==> config.mk <==
export PLATFORM = sky130hd
export DESIGN_NAME = signal_detector
export DESIGN_NICKNAME = d
export VERILOG_FILES = /design/src/rtl/signal_detector.sv
export SDC_FILE = /design/constraint.sdc
export NUM_CORES = 1
export LEC_CHECK = 0
export CAP_MARGIN = 40
export CORE_UTILIZATION = 40
export CTS_CLUSTER_SIZE = 30
export DETAILED_ROUTE_END_ITERATION = 8
export HOLD_SLACK_MARGIN = 0.08
export PLACE_DENSITY_LB_ADDON = 0.05
export SLEW_MARGIN = 20
export SYNTH_ARGS = -nofsm -noshare
export SYNTH_HDL_FRONTEND = slang
export SYNTH_SLANG_ARGS = --single-unit
==> constraint.sdc <==
create_clock -name clk -period 2.8 [get_ports clk]
set_input_delay 0.42 -clock clk [delete_from_list [all_inputs] [get_ports clk]]
set_output_delay 0.42 -clock clk [all_outputs]
set_load 0.03 [all_outputs]
==> src/rtl/signal_detector.sv <==
`default_nettype none
// ============================================================================
// Module      : signal_detector
// Description : Receive-side companion of signal_generator. Samples the
//               2-bit symbol stream {x,y} on en strobes, detects a 4-symbol
//               PATTERN, counts detections modulo 2^CNT_W and mirrors the
//               count onto the five board LEDs (led[0] = count MSB).
// Ports       : clk    - divided system clock, rising edge
//               reset  - asynchronous, active-low reset
//               en     - sample strobe; a symbol is consumed only when high
//               x, y   - symbol bits {x,y} from signal_generator
//               clear  - synchronous clear of the match counter
//               match  - registered one-cycle pulse per detection
//               count  - detection count, wraps silently
//               state  - FSM code (00 IDLE, 01 FILL, 10 HUNT) for debug
//               led    - bit-reversed view of count
// Options     : `define DETECT_NONOVERLAP_EN to restart the search after
//               every match (the completing symbol is not reused).
// Revision    : 1.0 - initial release
// ============================================================================
module signal_detector #(
    parameter logic [7:0] PATTERN = 8'b00_01_11_10,
    parameter int         CNT_W   = 5
) (
    input  logic             clk,
    input  logic             reset,
    input  logic             en,
    input  logic             x,
    input  logic             y,
    input  logic             clear,
    output logic             match,
    output logic [CNT_W-1:0] count,
    output logic [1:0]       state,
    output logic [0:4]       led
);

    typedef enum logic [1:0] {
        IDLE = 2'b00,
        FILL = 2'b01,
        HUNT = 2'b10
    } state_t;

    localparam logic [2:0] c_fill_full = 3'd4;

    // Only the three most recent symbols need storing: the incoming symbol
    // completes the 8-bit comparison window, and the oldest symbol of that
    // window drops out on the same edge.
    logic [5:0]       history_q, history_d;
    logic [2:0]       fill_q, fill_d;
    state_t           state_q, state_d;
    logic             match_q, match_d;
    logic [CNT_W-1:0] count_q, count_d;

    logic [7:0]       w_window;
    logic [2:0]       w_fill_inc;
    logic             w_hit;

    always_comb begin
        w_window   = {history_q, x, y};
        w_fill_inc = (fill_q == c_fill_full) ? fill_q : fill_q + 3'd1;
        // Match uses the post-update fill so the FILL->HUNT edge can match.
        w_hit      = (w_window == PATTERN) && (w_fill_inc == c_fill_full);

        history_d = history_q;
        fill_d    = fill_q;
        state_d   = state_q;
        match_d   = 1'b0;

        case (state_q)
            IDLE: begin
                if (en) begin
                    history_d = w_window[5:0];
                    fill_d    = 3'd1;
                    state_d   = FILL;
                end
            end
            FILL: begin
                if (en) begin
                    history_d = w_window[5:0];
                    fill_d    = w_fill_inc;
                    match_d   = w_hit;
                    if (w_fill_inc == c_fill_full) begin
                        state_d = HUNT;
                    end
                end
            end
            HUNT: begin
                if (en) begin
                    history_d = w_window[5:0];
                    fill_d    = w_fill_inc;
                    match_d   = w_hit;
                end
            end
            default: begin
                state_d = IDLE;
            end
        endcase

`ifdef DETECT_NONOVERLAP_EN
        // Restart the search so the completing symbol is not reused.
        if (match_d) begin
            history_d = '0;
            fill_d    = '0;
            state_d   = IDLE;
        end
`endif

        // Clear takes priority over a coincident detection.
        if (clear) begin
            count_d = '0;
        end else if (match_d) begin
            count_d = count_q + {{(CNT_W-1){1'b0}}, 1'b1};
        end else begin
            count_d = count_q;
        end
    end

    always_ff @(posedge clk or negedge reset) begin
        if (!reset) begin
            history_q <= '0;
            fill_q    <= '0;
            state_q   <= IDLE;
            match_q   <= 1'b0;
            count_q   <= '0;
        end else begin
            history_q <= history_d;
            fill_q    <= fill_d;
            state_q   <= state_d;
            match_q   <= match_d;
            count_q   <= count_d;
        end
    end

    assign match = match_q;
    assign count = count_q;
    assign state = state_q;

    // led[0] shows the count MSB, led[4] the LSB.
    for (genvar i = 0; i < 5; i++) begin : g_led
        assign led[i] = count_q[CNT_W-1-i];
    end

endmodule
`default_nettype wire

==> results.toml <==
[clock_tree]
cts_made_buffers = 3
clk-insertion-delay-late_ns = 0.30
cts.path.max_buffers = 2
clock_sinks = 17
cts_tree = "done"
postCtsHoldBufs = 0
clk_pin_slew_worst_paths_ns = 0.11
cts_resized = 0
cts_root_buf = "clkbuf_4"
cts_setup_buffers = 0
htreeDepth = 1

[timing]
max_freq_mhz = 402.8
whs_ns = 0.2778
finalSetupViolCount = 0
worst_slew_pin_slew_ns = 0.3886
final.setup.tns_ns = 0
rsz0062_at_grt = "false"
worst_slack_ns = 0.3175
finalMaxSlewViolations = 0
period_needed_ns = 2.483
relSlewSlack = 0.7342
hold_viol = 0
finalCritPeriodShare = 0.8866
clock_skew_ns = 0.003941

[detailed_routing]
avgViaCountPerCell = 5.465
first_pass_iters = 4
drc_errors = 0
routedWlPerCell_um = 14.44
drtAntennaViolNets = 0
wirelength_um = 2079
num_vias = 787
drt_iter0_markers = 10

[yosys]
synth.avg_cell_area_um2 = 10.79
synth_area_leader_cell = "dfrtp_1"
yosys.cell_types.count = 34
synth_top_cells_by_area = "dfrtp_1 40%, ha_1 9.4%, mux2_2 8.4%, buf_4 3.5%, a21oi_1 2.8%"
synth_fp_nets = 113
synth_warnings = 0
ys_seq_area_frac = 0.3981
ys_seq_elements = 17
synth_area_mm2 = 0.001069
synthArstFlopShare = 1.000
synth_edf_count = 0
dominantRegCellSynth = "dfrtp_1"
synth_top_area_share = 0.3981
postSynthCellCount = 99

[global_routing]
gr-usage-all-layers = 0.1651
grt_pass1_vias = 737
grt_pass1_wl_um = 3318
grt.overflow.total = 0
grt_max_degree = 18
antenna_found_initial = 0

[placement]
place_ws_ns = 0.3036
port_buffers = 18
dp_hpwl_um = 1515
placed_cells = 139
finalWeightedCongestion = 0.7450

[worst_setup_path]
r2r_end = "count[0]"
rrSetupSlack_ns = 0.32
crit_slowest_cell = "a2111oi_4"
path_class = "flip-flop to flip-flop"
worstPathRequired_ns = 2.99
cp-start-kind = "flip-flop"
slowest_delay_ns = 0.45
path_cells = "inv_1 -> ha_1 -> or3b_1 -> a211o_4 -> a2111oi_4 -> mux2_2"
crit_fanout = 8
critPathArrivalTime_ns = 2.68
r2r-start = "fill_q[0]"
cp-end-kind = "flip-flop"
rr_worst_depth = 6

[floorplanning]
fp.coreArea_mm2 = 0.002500
fp.dieW_um = 53.69
die_y_um = 53.69
initial_utilization = 0.4274
num_rows = 18
io_pins = 19
die-area_mm2 = 0.002882

[run]
max_cap_violations = 0

[hold_path]
worstHoldPathType = "input port to asynchronous set/reset pin"

[cells_and_area]
multiInputGateArea_um2 = 571.8
fin_nets = 129
num_antenna_cells = 0
seq_area_um2 = 425.4
drive_gt1_frac = 0.1579
layoutNonFillerInstCount = 144
syn_to_final_growth_pct = 19.79
fill_cells = 219
utilization = 0.5120

[pwr]
p_leak_nw = 0.5348
cellPowerDensity_mw_per_mm2 = 745.5
vdd_drop_max_mv = 0.3802

[run_status]
status = "finished, final reports clean"
==> sequential cells by signal, indices dropped and copies added (netlist names) <==
signal	count
state	2
history_q	6
match	1
count	5
fill_q	3
==> per-layer routing <==
layer	up-vias	wire [um]	share of wire	global-route usage
met1	379	959	0.46	0.1916
li1	386	-	-	-
met2	17	1006	0.48	0.2860
met3	5	68	0.033	0.02260
met4	0	44	0.021	0.09649
met5	-	0	0	0
==> cells in the final DEF (no fill, tap or decap), types with 2 or more instances in the layout <==
master and instances:
a2111oi_0 2, a2111oi_1 2, a21oi_1 6, clkbuf_4 3, clkdlybuf4s50_1 18, dfrtp_1 17, ha_1 8, inv_1 6
mux2_1 2, mux2_2 8, nand2_1 4, nand2b_1 3, nand3_1 3, nand3b_1 2, nand4_1 3, nor2_1 5
nor2b_1 4
==> synth_stat cells, drive strengths merged, types with 2 or more instances <==
| master | instances |
|---|---|
| a2111oi | 6 |
| a21oi | 6 |
| buf | 6 |
| clkbuf | 2 |
| dfrtp | 17 |
| ha | 8 |
| inv | 6 |
| mux2 | 10 |
| nand2 | 4 |
| nand2b | 3 |
| nand3 | 3 |
| nand3b | 2 |
| nand4 | 3 |
| nor2 | 5 |
| nor2b | 4 |
==> through the flow <==
stage               instance area, um2  power (mW)
floorplan                         1069      0.6970
global placement                  1237      0.8080
detailed placement                1237      0.8202
CTS                               1265      0.9616
global route                      1280       1.031
finish                            1280      0.9543
==> layout make-up <==
cell class | count | area share
clock buffer | 3 | 0.01760
multi-input combinational | 68 | 0.4467
tap | 30 | 0.02933
clock inverter | 1 | 0.003910
inverter | 6 | 0.01760
timing repair buffer | 19 | 0.1525
sequential | 17 | 0.3324
==> worst max-delay path by stage <==
stage / from / to
after CTS: fill_q[0] / count[4]
after global placement: fill_q[0] / count[4]
after global routing: fill_q[0] / count[3]
after floorplan: fill_q[0] / count[3]
final: fill_q[0] / count[0]
after detailed placement: fill_q[0] / count[4]
==> power by group <==
part           switching, mW  internal (mW)  total [mW]
clock network         0.0840         0.0533       0.137
registers             0.0591          0.311       0.370
logic                  0.242          0.205       0.447
total                  0.385          0.569       0.954
==> cells by family after synthesis <==
group	count (synthesis)	share of synthesized area
muxes	11	0.1148
adders and majority gates	8	0.09368
DFF	17	0.3981
and+or+nand+nor	30	0.1604
AOI/OAI and AO/OA	19	0.1663
buffers and inverters	14	0.06675
==> worst max-delay path: cells and delay by family (launching register included) <==
kind            cells  cell delay, ns
mux                 1            0.37
flops               1            0.42
compound gates      2            0.85
buf+inv             1            0.09
fa+ha+maj           1            0.24
simple gates        1            0.40
(Power assumes the default switching activity.)
